**config.mk**
```make
export PLATFORM = sky130hd
export DESIGN_NAME = serial_comparator_ctrl
export DESIGN_NICKNAME = d
export VERILOG_FILES = /design/src/rtl/serial_comparator_ctrl_pkg.sv /design/src/rtl/serial_comparator_ctrl_bit_compare_cell.sv /design/src/rtl/serial_comparator_ctrl.sv
export SDC_FILE = /design/constraint.sdc
export NUM_CORES = 1
export LEC_CHECK = 0
export BUFFER_PORTS_ARGS = -buffer_cell sky130_fd_sc_hd__buf_2
export CAP_MARGIN = 10
export CORE_ASPECT_RATIO = 0.9
export CORE_MARGIN = 5
export CORE_UTILIZATION = 35
export CTS_BUF_LIST = sky130_fd_sc_hd__clkbuf_4
export DETAILED_ROUTE_END_ITERATION = 12
export PLACE_DENSITY = 0.52
export SLEW_MARGIN = 30
export SYNTH_ARGS = -nofsm -noshare
export SYNTH_HDL_FRONTEND = slang
export SYNTH_SLANG_ARGS = --single-unit
```
**constraint.sdc**
```tcl
create_clock -name clk -period 2.2 [get_ports clk]
set_clock_uncertainty 0.15 [all_clocks]
set_input_delay 0.22 -clock clk [delete_from_list [all_inputs] [get_ports clk]]
set_output_delay 0.22 -clock clk [all_outputs]
set_load 0.05 [all_outputs]
```
**src/rtl/serial_comparator_ctrl_pkg.sv**
```systemverilog
// Shared definitions for the bit-serial magnitude comparator:
// FSM state encodings and the bit positions of the result flags.
package serial_comparator_ctrl_pkg;

    localparam logic [1:0] ST_IDLE    = 2'd0;
    localparam logic [1:0] ST_COMPARE = 2'd1;
    localparam logic [1:0] ST_DONE    = 2'd2;

    localparam int RES_GT = 0;
    localparam int RES_EQ = 1;
    localparam int RES_LT = 2;
    localparam int RES_W  = 3;

    typedef logic [RES_W-1:0] result_flags_t;

endpackage

```
**src/rtl/serial_comparator_ctrl_bit_compare_cell.sv**
```systemverilog
// Single-bit magnitude comparator cell. Equality is signalled by
// neither output being high.
module bit_compare_cell (
    input  logic a_bit,
    input  logic b_bit,
    output logic gt_bit,
    output logic lt_bit
);

    // Purely combinational compare of one bit pair
    always_comb begin
        gt_bit = a_bit & ~b_bit;
        lt_bit = ~a_bit & b_bit;
    end

endmodule

```
**src/rtl/serial_comparator_ctrl.sv**
```systemverilog
// Bit-serial magnitude comparator controller. Walks two captured
// operands MSB-first through one bit_compare_cell, stopping at the
// first differing bit, and reports gt/eq/lt with a one-cycle done.
module serial_comparator_ctrl
    import serial_comparator_ctrl_pkg::*;
#(
    parameter int WIDTH = 8
) (
    input  logic                       clk,
    input  logic                       rst,
    input  logic                       start,
    input  logic [WIDTH-1:0]           a,
    input  logic [WIDTH-1:0]           b,
    output logic                       busy,
    output logic                       done,
    output logic                       gt,
    output logic                       eq,
    output logic                       lt,
    output logic [$clog2(WIDTH+1)-1:0] nbits
);

    localparam int NBW = $clog2(WIDTH+1);

    logic [1:0]       state_q,  state_d;
    logic [WIDTH-1:0] shiftA_q, shiftA_d;
    logic [WIDTH-1:0] shiftB_q, shiftB_d;
    logic [NBW-1:0]   cnt_q,    cnt_d;
    logic [NBW-1:0]   nbits_q,  nbits_d;
    result_flags_t    flags_q,  flags_d;

    logic cellGt;
    logic cellLt;

    bit_compare_cell uCell (
        .a_bit  (shiftA_q[WIDTH-1]),
        .b_bit  (shiftB_q[WIDTH-1]),
        .gt_bit (cellGt),
        .lt_bit (cellLt)
    );

    // Next-state, shift and result logic for the IDLE/COMPARE/DONE sequence
    always_comb begin
        state_d  = state_q;
        shiftA_d = shiftA_q;
        shiftB_d = shiftB_q;
        cnt_d    = cnt_q;
        nbits_d  = nbits_q;
        flags_d  = flags_q;
        case (state_q)
            ST_IDLE: begin
                if (start) begin
                    shiftA_d = a;
                    shiftB_d = b;
                    cnt_d    = '0;
                    nbits_d  = '0;
                    flags_d  = '0;
                    state_d  = ST_COMPARE;
                end
            end
            ST_COMPARE: begin
                if (cellGt || cellLt) begin
                    flags_d         = '0;
                    flags_d[RES_GT] = cellGt;
                    flags_d[RES_LT] = cellLt;
                    nbits_d         = cnt_q + NBW'(1);
                    state_d         = ST_DONE;
                end else if (cnt_q == NBW'(WIDTH-1)) begin
                    flags_d         = '0;
                    flags_d[RES_EQ] = 1'b1;
                    nbits_d         = NBW'(WIDTH);
                    state_d         = ST_DONE;
                end else begin
                    shiftA_d = {shiftA_q[WIDTH-2:0], 1'b0};
                    shiftB_d = {shiftB_q[WIDTH-2:0], 1'b0};
                    cnt_d    = cnt_q + NBW'(1);
                end
            end
            ST_DONE: begin
                state_d = ST_IDLE;
            end
            default: begin
                state_d = ST_IDLE;
            end
        endcase
    end

    // State, operand, counter and result registers with async clear
    always_ff @(posedge clk or posedge rst) begin
        if (rst) begin
            state_q  <= ST_IDLE;
            shiftA_q <= '0;
            shiftB_q <= '0;
            cnt_q    <= '0;
            nbits_q  <= '0;
            flags_q  <= '0;
        end else begin
            state_q  <= state_d;
            shiftA_q <= shiftA_d;
            shiftB_q <= shiftB_d;
            cnt_q    <= cnt_d;
            nbits_q  <= nbits_d;
            flags_q  <= flags_d;
        end
    end

    // Status and result outputs decoded from registered state
    always_comb begin
        busy  = (state_q != ST_IDLE);
        done  = (state_q == ST_DONE);
        gt    = flags_q[RES_GT];
        eq    = flags_q[RES_EQ];
        lt    = flags_q[RES_LT];
        nbits = nbits_q;
    end

endmodule
```
# Word-level counts from Yosys, hierarchy flattened
# Index checks and enable logic that the tools add are counted.
dict set report op_classes {
  eq_ne 7
  n_reduce_logical 7
  bitwise 4
  n_addsub 1
  n_mux 23
}
# op count
set op_table {}
lappend op_table {{$mux 8} 6}
lappend op_table {{$pmux 8 s2} 2}
lappend op_table {{$mux 4} 5}
lappend op_table {{$pmux 4 s2} 2}
lappend op_table {{$mux 3} 3}
lappend op_table {{$mux 2} 3}
lappend op_table {{$ne 2x2->1 const B} 3}
lappend op_table {{$pmux 3 s2} 1}
lappend op_table {{$add 4x1->4 const B} 1}
lappend op_table {{$eq 4x3->1 const B} 1}
lappend op_table {{$pmux 2 s2} 1}
lappend op_table {{$reduce_and 4->1} 1}
lappend op_table {{$reduce_bool 2->1} 2}
lappend op_table {{$ne 3x3->1 const B} 1}
lappend op_table {{$reduce_and 3->1} 1}
lappend op_table {{$and 1x1->1} 2}
lappend op_table {{$eq 2x1->1 const B} 1}
lappend op_table {{$eq 2x2->1 const B} 1}
lappend op_table {{$logic_not 2->1} 1}
lappend op_table {{$not 1->1} 2}
lappend op_table {{$reduce_and 2->1} 1}
lappend op_table {{$logic_or 1x1->1} 1}
dict set report totals {
  in_bits 19
  ff_bits 29
}

# Depth between registers and ports, before layout
# Gate-level depths: netlist of run 1.
dict set report depth {
  word_depth 5
  depth_mapped 7
  ltp_nobuf 5
}

# By module
# From an unflattened synthesis of run 1, not the netlist that was laid out.
dict set report unflattened {
  cells_unflattened 119
  area_unflattened_um2 1596.5
}
# module area_each_um2 cells_each seq_area_each_um2 instances
set modules_own_cells {}
lappend modules_own_cells {serial_comparator_ctrl 1581.5 117 725.7 1}
lappend modules_own_cells {bit_compare_cell 15.0 2 0.0 1}

# Worst setup path after synthesis of run 1
# No wires, ideal clock.
dict set report synth_timing {
  path_type {flip-flop to flip-flop}
  start {register shiftB_q[7]}
  end {register shiftA_q[1]}
  required_ns 1.925
  path_buffers 2
  synth_period_minus_slack_ns 1.876
  setup_slack_ns 0.324
  arrival_ns 1.600
  setup_time_ns 0.125
  stages_incl_launch_ff 8
  cell_sequence {dfrtp_1 -> inv_1 -> ha_1 -> and3b_1 -> buf_6 -> a21o_1 -> buf_6 -> mux2_4}
}
dict set report synth_between {
  elab_chain_cells 5
  word_cells_on_any_way 6
  cone_classes {eq/ne: 1; bitwise: 3; reduce/logical: 2}
}
# item line
set synth_rtl {}
lappend synth_rtl {{start, declared} serial_comparator_ctrl.sv:26} ;# logic [WIDTH-1:0] shiftB_q, shiftB_d;
lappend synth_rtl {{start signal, assigned} serial_comparator_ctrl.sv:99} ;# shiftB_q <= shiftB_d;
lappend synth_rtl {{$not 1->1} serial_comparator_ctrl_bit_compare_cell.sv:12} ;# gt_bit = a_bit & ~b_bit;
lappend synth_rtl {{$and 1x1->1} serial_comparator_ctrl_bit_compare_cell.sv:12}
lappend synth_rtl {{$logic_or 1x1->1 *} serial_comparator_ctrl.sv:61} ;# if (cellGt || cellLt) begin
lappend synth_rtl {{$ne 2x2->1 (no line) *} n/a}
lappend synth_rtl {{$reduce_and 4->1 (no line) *} n/a}
lappend synth_rtl {{end signal, assigned} serial_comparator_ctrl.sv:98} ;# shiftA_q <= shiftA_d;
lappend synth_rtl {{end, declared} serial_comparator_ctrl.sv:25} ;# logic [WIDTH-1:0] shiftA_q, shiftA_d;
# Mark *: on every way between the ends. The rest lies on a longest branch, timed or not.
# A chain may end at the register's enable or synchronous reset.

# Worst setup path in the final report of run 1
dict set report layout_timing {
  start {register shiftB_q[7]}
  end {register shiftA_q[3]}
}
# The elaborated chain is that of the path after synthesis.

==> implementation parameters, run 1 <==
Parameter                              Value

STA
  Min Clock Period, post-route    2.034 ns
  Setup repair after global routing missed its margin    false
  Worst Max-Slew Pin Slew    0.4938 ns
  Final Hold Slack    0.05170 ns
  Max-slew headroom at the worst pin    between 60% and 70%
  Total negative setup slack    0 ns
  Final worst-path cycle share    between 90% and 100%
  Setup WS post-layout    0.1663 ns
  Number of endpoints failing setup at the final stage    0
  Highest clock rate    ~490 MHz
  Final slew viol count    0
  Final Hold Viols    0

Synthesis
  Yosys top cell by area    sky130_fd_sc_hd__dfrtp_1
  Synthesized instance count    between 100 and 150
  Cell variety after synth    27
  YS warnings    0
  Async S/R FF share, synth    100.0%
  Top cells by area, synth    sky130_fd_sc_hd__dfrtp_1 50%, sky130_fd_sc_hd__mux2_4 13%, sky130_fd_sc_hd__mux2_2 9.3%, sky130_fd_sc_hd__mux2i_1 4.1%, sky130_fd_sc_hd__a22o_1 3.6%
  Number of synthesized flops with an enable pin    0
  Synthesis-stage register bit count    29
  Prevailing post-synth register cell    sky130_fd_sc_hd__dfrtp_1
  Total nets after synthesis    between 100 and 150
  Combined area of all synthesized cells    roughly 1500 um^2
  Synthesized area divided by synthesized cell count    around 13 um^2
  Proportion of netlist area held by the largest area contributor    between 40 and 50%
  Proportion of synthesized chip area in sequential cells    49.91%

Placement
  Detailed placer's ending HPWL    2107 um
  Placed instance count    185
  Worst slack at placement    0.2033 ns
  Final estimated routing congestion in global placement    just under 0.8
  Port-buffer cells    27

GRT
  Total grt overflow    0
  Antenna violations before repair    0
  Met2 track demand over resource    16.22%
  Largest net degree at the start of global routing    30
  M1 GR Usage    15.87%
  Number of global-route vias before repair    a little over 1000
  Global-route wire length before repair    roughly 5100 um
  Top Usage Layer GRT    met2
  Met3 Usage GRT    under 10%
  Total track usage    between 10% and 20%

Critical path
  Family with the most delay on the worst path    flip-flops
  Worst-case reg-to-reg path depth    6
  Data required time at the worst endpoint    2.26 ns
  Reg-to-reg critical path endpoint    shiftA_q[3]
  Path type of the worst setup path    reg2reg
  Largest stage delay on the critical path    around 0.36 ns
  Critical path fanouts, max    10
  Endpoint arrival time on the critical path    around 2.1 ns
  Destination of the critical timing path    shiftA_q[3]
  Crit path launch    shiftB_q[7]
  Cell depth of the worst setup path    6
  Endpoint type of the worst setup path    flop
  CP cell instances    inv_1 -> ha_1 -> and3b_1 -> a21o_1 -> buf_4 -> mux2_4
  Reg-to-reg startpoint    shiftB_q[7]
  R2R Setup Slk    approximately 0.17 ns
  Crit path buffers/inverters    2
  Critical Path Source Type    flop
  Master of the slowest instance on the critical path    sky130_fd_sc_hd__dfrtp_1

Finish
  Number of inserted filler cells in the final layout    396
  Storage cell area    ~730 um^2
  Area used by multi-input combinational logic    between 600 and 700 um^2
  Layout-stage area growth over the synthesis result    19.71%
  Fraction of final layout cells sized beyond drive strength 1    a little under half
  Number of diodes added for antenna fixing    0
  Number of nets in the layout    169
  Most common cell after layout, fill and taps aside    sky130_fd_sc_hd__dfrtp_1
  Number of cells in the finished layout apart from fillers    approximately 200
  Most frequent cells in the layout    29 x sky130_fd_sc_hd__dfrtp_1, 27 x sky130_fd_sc_hd__buf_2, 13 x sky130_fd_sc_hd__mux2_4, 12 x sky130_fd_sc_hd__mux2_2, 8 x sky130_fd_sc_hd__clkbuf_4

Power and ir drop
  Power per standard cell area    1564 nW/um^2
  Worst ir drop on vdd    ~0.50 mV
  Static Leak    around 0.9 nW
  Part of the total power dissipated in the clock network    12.4%
  Fraction of power consumed by sequential logic    roughly 34%
  Share of power burned in combinational logic    53.6%
  Switching share of total power    38.94%
  Net switching power figure    1.060 mW
  Overall power of the completed layout    2.721 mW
  Design internal power    1.662 mW

Status
  Result of the run    completed

Clock network
  Total clock buffers created by CTS    5
  CTS Buffer Depth    2
  Postcts setup bufs    0
  # H-tree levels    2
  Number of hold-repair buffers added at the cts stage    3
  Clock tree from TritonCTS    yes
  Root buffer cell    sky130_fd_sc_hd__clkbuf_4
  Worst-path clk slew    around 0.090 ns
  Clk sink count    29
  Clock network latency to the later pin of the worst-skew pair    0.32 ns
  Post-cts resize count    0

Route
  Post-detailed-route wirelength per cell    14.94 um
  Count of TritonRoute iterations in the first routing pass    4
  Number of design rule violations left after detail routing    0
  Remaining antenna violation count    0
  Number of vias after detailed routing    960
  Final WL    approximately 3000 um
  Routed via count divided by cell count    about 4.9
  Starting DRC count in detailed routing    53

Die
  Starting density of the core    35.93%
  Die Y-Extent    between 70 and 80 um
  Number of rows in the core area    22
  Number of ports placed on the die boundary    28
  Die outline area    about 5500 um^2
  Core region area    just over 4000 um^2
  Overall die width    between 70 and 80 um

Run
  Max capacitance violation total    0

Worst hold path
  Tightest Hold Check Type    in2reg
  Depth of the worst hold-timing path    3
cells by family after synthesis:
kind of cell             share of synthesized area [%]
AO/OA/AOI/OAI                                    8.605
XOR/XNOR                                        0.6025
adder cells (fa/ha/maj)                          2.582
buffers and inverters                            4.819
flip-flops                                       49.91
multiplexers                                     26.85
AND/OR/NAND/NOR                                  6.627
per-stage QoR:
step           area (um^2)  util, %
4_1_cts               1740    43.01
5_1_grt               1740    43.01
2_1_floorplan         1454        -
3_5_place_dp          1650    40.79
3_3_place_gp          1650    40.79
6_report              1740    43.01
how the worst min path moves through the flow:
stage / startpoint / end / slack [ns]
after floorplan: rst / cnt_q[0] / 0.15
after global placement: rst / shiftA_q[1] / 0.16
after detailed placement: rst / shiftA_q[2] / 0.17
after CTS: b[7] / shiftB_q[7] / 0.05
after global routing: a[7] / shiftA_q[7] / 0.09
final: a[7] / shiftA_q[7] / 0.05
layout make-up:
cell class	count	area share (%)
tap	48	3.451
timing repair buffer	36	12.08
inverter	7	1.510
clock buffer	8	3.451
sequential	29	41.70
multi-input combinational	68	37.81
power by group through the flow:
stage                     Clock [mW]  Combinational (mW)  Sequential [mW]
after floorplan                    0                1.07             1.06
after global placement             0                1.44            0.928
after detailed placement           0                1.46            0.934
after CTS                      0.353                1.48            0.927
after global routing           0.375                1.58            0.962
final                          0.338                1.46            0.924
layer usage:
metal / part of all wire, % / routed length [um] / vias up
met1: 47 / 1381 / 446
met5: 0 / 0 / -
li1: - / - / 467
met4: 2.9 / 84 / 0
met2: 44 / 1279 / 36
met3: 6.3 / 183 / 11
worst reg2reg max path: cells and delay by family (launching register included):
kind / cells / cell delay, ns
AO/OA/AOI/OAI: 1 / 0.17
buffers and inverters: 2 / 0.27
flip-flops: 1 / 0.36
AND/OR/NAND/NOR: 1 / 0.31
multiplexers: 1 / 0.32
adder cells (fa/ha/maj): 1 / 0.34
cells in the mapped netlist (2+ instances only):
library cell,number
sky130_fd_sc_hd__mux2i_1,6
sky130_fd_sc_hd__a21oi_1,3
sky130_fd_sc_hd__a21o_1,2
sky130_fd_sc_hd__mux2_2,12
sky130_fd_sc_hd__nand3b_1,2
sky130_fd_sc_hd__nor2_1,2
sky130_fd_sc_hd__nor2b_1,2
sky130_fd_sc_hd__a22o_1,6
sky130_fd_sc_hd__inv_1,7
sky130_fd_sc_hd__ha_1,3
sky130_fd_sc_hd__o21ai_0,3
sky130_fd_sc_hd__dfrtp_1,29
sky130_fd_sc_hd__mux2_4,13
sky130_fd_sc_hd__buf_6,3
sky130_fd_sc_hd__nand3_1,4
sequential cells by signal (all words and copies together) (netlist names):
name and flops:
shiftA_q 8, shiftB_q 8, cnt_q 4, nbits 4, flags_q 3, state_q 2
Power figures use the tool's default switching activity.
==> inputs of run 2 (changes only) <==
- PLACE_DENSITY: 0.52 -> unset
==> implementation parameters, run 2 (same netlist as run 1, synthesis figures left out) <==
Parameter                              Value

Power and ir drop
  Static Leak    a little under 0.9 nW
  Power per standard cell area    between 1500 and 2000 nW/um^2
  Overall power of the completed layout    2.713 mW
  Worst ir drop on vdd    0.5381 mV

Route
  Remaining antenna violation count    0
  Starting DRC count in detailed routing    76
  Number of vias after detailed routing    roughly 950
  Number of design rule violations left after detail routing    0
  Final WL    approximately 2800 um
  Post-detailed-route wirelength per cell    ~14 um
  Routed via count divided by cell count    between 4 and 5
  Count of TritonRoute iterations in the first routing pass    5

Die
  Number of ports placed on the die boundary    28
  Core region area    approximately 4000 um^2
  Overall die width    around 80 um
  Number of rows in the core area    22
  Die outline area    5545 um^2
  Starting density of the core    a little over a third
  Die Y-Extent    71.15 um

Critical path
  R2R Setup Slk    ~0.19 ns
  Critical Path Source Type    flop
  CP cell instances    inv_1 -> ha_1 -> and3b_1 -> a21o_1 -> buf_12 -> mux2_4
  Destination of the critical timing path    shiftB_q[5]
  Largest stage delay on the critical path    ~0.36 ns
  Cell depth of the worst setup path    6
  Path type of the worst setup path    reg2reg
  Data required time at the worst endpoint    between 2 and 2.5 ns
  Reg-to-reg startpoint    shiftB_q[7]
  Endpoint arrival time on the critical path    between 2 and 2.5 ns
  Endpoint type of the worst setup path    flop
  Crit path buffers/inverters    2
  Master of the slowest instance on the critical path    sky130_fd_sc_hd__dfrtp_1
  Crit path launch    shiftB_q[7]
  Worst-case reg-to-reg path depth    6
  Reg-to-reg critical path endpoint    shiftB_q[5]
  Critical path fanouts, max    20
  Family with the most delay on the worst path    flip-flops

STA
  Final worst-path cycle share    91.23%
  Final slew viol count    0
  Setup repair after global routing missed its margin    false
  Final Hold Slack    0.04860 ns
  Total negative setup slack    0 ns
  Number of endpoints failing setup at the final stage    0
  Setup WS post-layout    0.1929 ns
  Highest clock rate    about 500 MHz
  Min Clock Period, post-route    approximately 2.0 ns
  Worst Max-Slew Pin Slew    roughly 0.47 ns
  Max-slew headroom at the worst pin    about 69%
  Final Hold Viols    0

GRT
  Antenna violations before repair    0
  Total grt overflow    0
  Global-route wire length before repair    about 4700 um
  Number of global-route vias before repair    1033
  Largest net degree at the start of global routing    30
  Total track usage    between 10% and 20%

Finish
  Number of diodes added for antenna fixing    0
  Number of nets in the layout    167
  Number of cells in the finished layout apart from fillers    194
  Largest registers in the final layout    shiftA_q: 8 flops, shiftB_q: 8 flops
  Area used by multi-input combinational logic    about 660 um^2
  Most common cell after layout, fill and taps aside    sky130_fd_sc_hd__dfrtp_1
  Layout-stage area growth over the synthesis result    19.54%
  Final core utilization    42.95%
  Storage cell area    ~730 um^2
  Number of inserted filler cells in the final layout    382
  Final Instance Area    between 1500 and 2000 um^2
  Fraction of final layout cells sized beyond drive strength 1    45.21%
  Most frequent cells in the layout    29 x sky130_fd_sc_hd__dfrtp_1, 27 x sky130_fd_sc_hd__buf_2, 13 x sky130_fd_sc_hd__mux2_4, 12 x sky130_fd_sc_hd__mux2_2, 8 x sky130_fd_sc_hd__clkbuf_4

Placement
  Final estimated routing congestion in global placement    0.7756
  Worst slack at placement    between 0.2 and 0.25 ns
  Placed standard-cell area    roughly 1600 um^2
  Detailed placer's ending HPWL    ~1900 um
  Placed instance count    between 150 and 200
  Port-buffer cells    27

Clock network
  Root buffer cell    sky130_fd_sc_hd__clkbuf_4
  CTS Buffer Depth    2
  Clk sink count    29
  Post-cts resize count    0
  Total clock buffers created by CTS    5
  Clock network latency to the later pin of the worst-skew pair    around 0.32 ns
  Worst-path clk slew    roughly 0.080 ns
  Clock tree from TritonCTS    yes
  # H-tree levels    2

Worst hold path
  Tightest Hold Check Type    in2reg

Run
  Max capacitance violation total    0

Status
  Result of the run    completed
[run 2: cell count changes in the layout (fill, tap and decap cells not counted)]
cell | before | now
sky130_fd_sc_hd__buf_4 | 6 | 3
sky130_fd_sc_hd__buf_12 | 0 | 1
[run 2: power by group]
group | switching, mW | total (mW) | internal [mW]
sequential | 0.153 | 0.926 | 0.773
combinational | 0.719 | 1.45 | 0.729
clock | 0.174 | 0.339 | 0.164
[run 2: what timing repair did]
action,in CTS,in global routing
endpoints found under the hold margin,31,0
hold buffers,3,0
setup buffers,0,0
[run 2: worst min-delay path, delay by kind of cell]
family,cells,cell delay [ns]
buffers and inverters,1,0.08
multiplexers,2,0.18
[run 2: metal layers]
layer	wire, um	track usage [%]	share of wire, %	vias to the layer above
li1	-	-	-	460
met1	1342	13.37	49	459
met2	1210	16.31	44	24
met3	173	5.344	6.3	6
met4	34	3.377	1.2	0
met5	0	0	0	-
[run 2: worst min path at each step]
stage	from	to	slack, ns	depth (start not counted)
2_1_floorplan	rst	cnt_q[0]	0.15	1
4_1_cts	a[7]	shiftA_q[7]	0.04	3
3_3_place_gp	rst	shiftB_q[2]	0.16	3
3_5_place_dp	rst	shiftB_q[1]	0.16	3
6_report	a[7]	shiftA_q[7]	0.05	3
5_1_grt	a[7]	shiftA_q[7]	0.06	3
[run 2: final cells by class]
type                       instances  share of cell area (%)
clock buffer                       8                   3.456
inverter                           7                   1.512
multi-input combinational         68                   37.87
sequential                        29                   41.76
tap                               48                   3.456
timing repair buffer              34                   11.95
